`src/rtl/a2d_sched.sv`:
```
// rtl/a2d_sched.sv - round-robin scheduler for four A2D conversions over the SPI master handshake
// Each conversion is a channel-select transaction followed by a read transaction with the same command word.
module a2d_sched #(
  parameter int PERIOD   = 1024,
  parameter bit FAST_SIM = 1'b1
) (
  input  logic        clk,
  input  logic        rst,
  output logic        wrt,
  output logic [15:0] cmd,
  input  logic        done,
  input  logic [15:0] rd_data,
  output logic [11:0] lft_ld,
  output logic [11:0] rght_ld,
  output logic [11:0] steer_pot,
  output logic [11:0] batt,
  output logic        rnd_vld
);

  localparam int P  = FAST_SIM ? 16 : PERIOD;
  localparam int CW = (P > 2) ? $clog2(P) : 1;
  localparam logic [CW-1:0] CNT_LAST = CW'(P - 1);

  typedef enum logic [2:0] {
    IDLE,
    CMD,
    WAIT1,
    GAP,
    READ,
    WAIT2
  } state_t;

  state_t          state_q;
  state_t          state_d;
  logic [1:0]      idx_q;
  logic [CW-1:0]   cnt_q;
  logic [2:0]      chnl;
  logic            load;

  always_comb begin
    case (idx_q)
      2'd0:    chnl = 3'd0;
      2'd1:    chnl = 3'd4;
      2'd2:    chnl = 3'd5;
      default: chnl = 3'd6;
    endcase
  end

  assign cmd = {2'b00, chnl, 11'h000};

  always_comb begin
    state_d = state_q;
    wrt     = 1'b0;
    load    = 1'b0;
    case (state_q)
      IDLE: begin
        // The rnd_vld cycle does not count toward the idle period.
        if (!rnd_vld && (cnt_q == CNT_LAST)) state_d = CMD;
      end
      CMD: begin
        wrt     = 1'b1;
        state_d = WAIT1;
      end
      WAIT1: begin
        if (done) state_d = GAP;
      end
      GAP: begin
        state_d = READ;
      end
      READ: begin
        wrt     = 1'b1;
        state_d = WAIT2;
      end
      WAIT2: begin
        if (done) begin
          load    = 1'b1;
          state_d = (idx_q == 2'd3) ? IDLE : CMD;
        end
      end
      default: state_d = IDLE;
    endcase
  end

  always_ff @(posedge clk) begin
    if (rst) begin
      state_q   <= IDLE;
      idx_q     <= 2'd0;
      cnt_q     <= '0;
      rnd_vld   <= 1'b0;
      lft_ld    <= 12'h000;
      rght_ld   <= 12'h000;
      steer_pot <= 12'h000;
      batt      <= 12'h000;
    end else begin
      state_q <= state_d;
      rnd_vld <= load && (idx_q == 2'd3);

      if ((state_q == IDLE) && (state_d == IDLE) && !rnd_vld)
        cnt_q <= cnt_q + 1'b1;
      else
        cnt_q <= '0;

      // Index wraps 3 -> 0 at the end of a round.
      if (state_q == IDLE)
        idx_q <= 2'd0;
      else if (load)
        idx_q <= idx_q + 2'd1;

      if (load) begin
        case (idx_q)
          2'd0:    lft_ld    <= rd_data[11:0];
          2'd1:    rght_ld   <= rd_data[11:0];
          2'd2:    steer_pot <= rd_data[11:0];
          default: batt      <= rd_data[11:0];
        endcase
      end
    end
  end

endmodule

```
`config.mk`:
```
export PLATFORM = sky130hd
export DESIGN_NAME = a2d_sched
export DESIGN_NICKNAME = d
export VERILOG_FILES = /design/src/rtl/a2d_sched.sv
export SDC_FILE = /design/constraint.sdc
export NUM_CORES = 1
export LEC_CHECK = 0
export CAP_MARGIN = 20
export CORE_ASPECT_RATIO = 1.2
export CORE_MARGIN = 5
export CORE_UTILIZATION = 45
export DETAILED_ROUTE_END_ITERATION = 8
export PLACE_DENSITY = 0.88
export SETUP_SLACK_MARGIN = 0.02
export SYNTH_ARGS = -nofsm -noshare
export SYNTH_HDL_FRONTEND = slang
export SYNTH_SLANG_ARGS = --single-unit
```
`constraint.sdc`:
```
create_clock -name clk -period 1.4 [get_ports clk]
set_input_delay 0.28 -clock clk [delete_from_list [all_inputs] [get_ports clk]]
set_output_delay 0.28 -clock clk [all_outputs]
set_load 0.005 [all_outputs]
```
* After elaboration in Yosys (flattened, before gate mapping) *
Index checks and enable logic that the tools add are counted.

word-level totals
  output and inout bits = 66
  memories kept = 0
  RAM bits = 0
  latch bits = 0
  ROM bits = 0
  bits in registers = 58

operators by class
  bitwise logic cells = 2
  magnitude comparators = 0
  equal/unequal tests = 9
  div/mod/pow operators = 0
  multipliers = 0
  add/subtract/negate cells = 2
  muxes and demuxes = 9
  shift operators = 0
  reductions and logical operators = 16

operators by type and width
  operator                                              number
  case mux 3 bit (6 select lines)                       1
  2-to-1 mux 3 bit                                      3
  case mux 3 bit (3 select lines)                       1
  AND reduction 2 bit                                   4
  equality test 3 x 2 -> 1 bit (second input constant)  2
  equality test 3 bit (second input constant)           2
  zero test 3 bit                                       2
  OR reduction 2 bit                                    3
  adder 4 x 1 -> 4 bit (second input constant)          1
  equality test 2 bit (second input constant)           2
  equality test 4 bit (second input constant)           1
  logical AND 1 bit                                     4
  2-to-1 mux 1 bit                                      4
  equality test 3 x 1 -> 1 bit (second input constant)  1
  OR reduction 3 bit                                    1
  adder 2 x 1 -> 2 bit (second input constant)          1
  equality test 2 x 1 -> 1 bit (second input constant)  1
  zero test 2 bit                                       1
  NOT 1 bit                                             2
  zero test 1 bit                                       1

* Longest topological paths before layout *
  depth after elaboration = 9
  mapped depth = 6

* Worst setup path before layout *
OpenSTA, ideal clock, no wires.

  path type = flip-flop to flip-flop
  from = register idx_q[0]
  to = register lft_ld[10]
  setup time = 70 ps
  data required time = 1330 ps
  data arrival time = 1237 ps
  buffers on the path = 1
  cell stages (with the launch flop) = 7
  slack = 93 ps
  path through = dfxtp_1 -> inv_1 -> ha_1 -> inv_1 -> clkbuf_1 -> o21ai_0 -> a21oi_1

on the way
  longest elaborated chain between the ends = 2

RTL lines
  what                                  RTL line  RTL
  from (decl)                           35        logic [1:0] idx_q;
  from (signal assigned)                107       idx_q <= idx_q + 2'd1;
  zero test 2 bit                       110       case (idx_q)
  AND reduction 2 bit (no source line)  --
  to (signal assigned)                  111       2'd0: lft_ld <= rd_data[11:0];
  to (decl)                             13        output logic [11:0] lft_ld,

Every way passes these cells.
A chain may end at the register's enable or synchronous reset.

* Worst setup path in the final report *
  from = register state_q[2]
  to = register batt[11]

on the way
  longest elaborated chain between the ends = 3

RTL lines
  what                                  RTL line  RTL
  from (decl)                           33        state_t state_q;
  from (signal assigned)                95        state_q <= state_d;
  equality test 3 bit                   55        case (state_q)
  2-to-1 mux 1 bit                      55
  AND reduction 2 bit (no source line)  --
  to (signal assigned)                  114       default: batt <= rd_data[11:0];
  to (decl)                             16        output logic [11:0] batt,

Every way passes these cells.

==> flow_summary_export.csv <==
group,metric,value,unit
status,outcome,"finished with violations",
status,failed_checks,"negative setup slack",
placement,port_buffers,67,
grt,grt_max_degree,51,
synthesis,synth_cells,294,
grt,grt-ovfl-total,0,
hold_path,min_from,"rst",
hold_path,min-delay-path-class,"in -> reg",
synthesis,ys_warn_count,0,
layout,fin_util,70.8,%
worst_setup_path,r2r-end,"batt[11]",
clock_tree,cts_tree,"built",
drt,met1Wirelength,3.02,mm
drt,drt-total-wl,8.62,mm
power,leakagePower,1.53,nW
sta,fmax,691,MHz
layout,seqCellArea,1170,sq um
drt,met3_length,826,um
hold_path,holdPathStages,2,
grt,antenna_found_initial,0,
synthesis,avgSynthCellArea,8.42,sq um
worst_setup_path,reg2reg_depth,5,
drt,drt-initial-drc-count,272,
floorplan,die_h,91.3,um
clock_tree,cts_made_buffers,9,
synthesis,synth_cell_types,30,
sta,setup_viol,2,
worst_setup_path,setup.worst_path.start_class,"flip-flop",
sta,rsz0062_at_grt,"yes",
layout,drive_above_1_share,27.3,%
clock_tree,clk-insertion-delay-late,350,ps
sta,final_max_slew_viol_count,0,
hold_path,hold_end,"batt[6]",
clock_tree,cts_sinks,58,
power,ir_drop,0.000798,V
grt,grt_pass1_wl,11.8,mm
layout,fillers,391,
sta,hold_ws,271,ps
layout,multi_input_area,1260,sq um
worst_setup_path,crit_type,"reg -> reg",
grt,grt_use_total,20.8,%
clock_tree,ctsHtreeMaxLevel,3,
synthesis,ys_ff_latch,58,
drt,first_pass_iters,4,
placement,place_congestion,0.817,
sta,layout_setup_ws,-47.0,ps
worst_setup_path,worstPathArrival,1710,ps
floorplan,core-area,5330,sq um
synthesis,ys_seq_area_share,46.9,%
drt,drtAntennaViolNets,0,
floorplan,die-area,7090,sq um
clock_tree,clock_path_buffers,2,
clock_tree,cts_root_buf,"clkbuf_8",
worst_setup_path,required,1670,ps
layout,final_nets,404,
drt,wl_met2,4.35,mm
grt,grt_pass1_vias,2484,
worst_setup_path,path_max_fanout,12,
sta,finClkSkew,9.52,ps
floorplan,ios,85,
drt,maxUsedRoutingLayer,"met4",
layout,syn_to_final_growth,52.5,%
worst_setup_path,r2r_setup_slack,-50,ps
sta,hold_violations,0,
placement,dp.final_hpwl,4.79,mm
drt,vias,2668,
drt,wl_per_cell,19.3,um
worst_setup_path,rr_startpoint,"state_q[2]",
job,drv_cap,0,
floorplan,rows,29,
floorplan,die_x,77.7,um
clock_tree,clk_pin_slew,70,ps
floorplan,start_util,46.4,%
placement,place_ws,-209,ps
layout,final_cell_mix,"dfxtp_1 (50), dlygate4sd2_1 (49), nand3_1 (41)",
drt,drc,0,
synthesis,syn-cell-area,2480,sq um
layout,diodes,0,
drt,viasPerCell,5.97,
sta,finalCritPeriodShare,103,%
power,powerDensity,932,nW/um^2
sta,fin_crit,1450,ps
worst_setup_path,cp-end-kind,"flip-flop",
layout,final_common_cell,"dfxtp_1",
-- how the worst max path moves through the flow --
| stage | startpoint | to | slack [ps] | cells past startpoint |
|---|---|---|---|---|
| after detailed placement | done | batt[1] | -210 | 5 |
| after global placement | done | batt[2] | -170 | 5 |
| after global routing | state_q[2] | batt[11] | -80 | 5 |
| final | state_q[2] | batt[11] | -50 | 5 |
| after floorplan | idx_q[0] | lft_ld[10] | 90 | 6 |
| after CTS | idx_q[0] | cmd[13] | -50 | 4 |
-- critical path, cell delays in order, from the launching register on --
cell and delay (ps):
dfxtp_2 360, buf_6 140, and4b_4 360, clkbuf_16 200, nand3_1 100, a21oi_1 200
-- Yosys cell counts --
cell	n	area share, %
a21boi_0	1	0.30
nand3_1	48	9.7
ha_1	5	2.5
conb_1	1	0.15
nand4b_1	2	0.71
o21bai_1	1	0.30
inv_1	9	1.4
xnor2_1	3	1.1
nor3_1	2	0.40
buf_2	4	0.81
a31oi_1	1	0.25
nor4bb_1	1	0.40
nor4_4	1	0.86
and4b_1	1	0.40
dfxtp_1	58	47
and3b_1	1	0.35
buf_4	15	4.5
o21ai_0	51	10
nand4_1	1	0.25
nor2b_1	2	0.51
nand2_1	4	0.61
buf_6	3	1.4
a21oi_1	52	11
a311oi_1	2	0.71
nand3b_1	1	0.30
clkbuf_1	18	2.7
o22ai_1	1	0.25
nand2b_1	2	0.51
a221oi_2	1	0.61
nor2_1	2	0.30
-- routing by layer --
metal	global-route usage [%]	vias to the layer above
li1	-	1194
met1	23.6	1262
met2	34.1	167
met3	5.94	45
met4	12.5	0
met5	0	-
-- what timing repair did --
item                                    CTS  global route
hold buffers                              0             0
pin swaps                                 2            13
gates cloned                              2             5
endpoints found under the setup margin   85            52
gates resized for setup                  89            71
setup buffers                             3             8
-- report_power, final --
part	internal (mW)	total (mW)	switching, mW
Clock	1.04	1.72	0.671
Combinational	0.0518	0.140	0.0877
Sequential	1.66	1.66	0.00849
Total	2.75	3.52	0.768
-- cells by family after synthesis --
group,share of synthesized area [%]
AO/OA/AOI/OAI,23.2
XOR/XNOR,1.06
adder cells (fa/ha/maj),2.53
buffers and inverters,10.8
flip-flops,46.9
other,0.151
AND/OR/NAND/NOR,15.3
-- state kept, by name, indices dropped and copies added (netlist names) --
register   flops
batt          12
lft_ld        12
rght_ld       12
steer_pot     12
cnt_q          4
state_q        3
idx_q          2
rnd_vld        1
-- area by class of cell --
type / count / area share, %
flip-flops and latches: 58 / 31.1
repair inverters: 2 / 0.398
clock inverters: 5 / 2.05
well taps: 62 / 2.05
clock buffers: 11 / 3.74
repair buffers: 101 / 26.0
inverters: 9 / 1.23
multi-input cells: 199 / 33.4
-- per-stage QoR --
stage | power, mW | area, sq um | instances | setup TNS [ps]
2_1_floorplan | 1.78 | 2520 | 306 | 0
3_3_place_gp | 1.83 | 3190 | 413 | -7760
3_5_place_dp | 1.83 | 3190 | 413 | -8900
4_1_cts | 3.51 | 3440 | 434 | -53.4
5_1_grt | 3.60 | 3780 | 447 | -451
6_report | 3.52 | 3780 | 447 | -86.6
No activity file was read; power rests on OpenSTA's default activity.
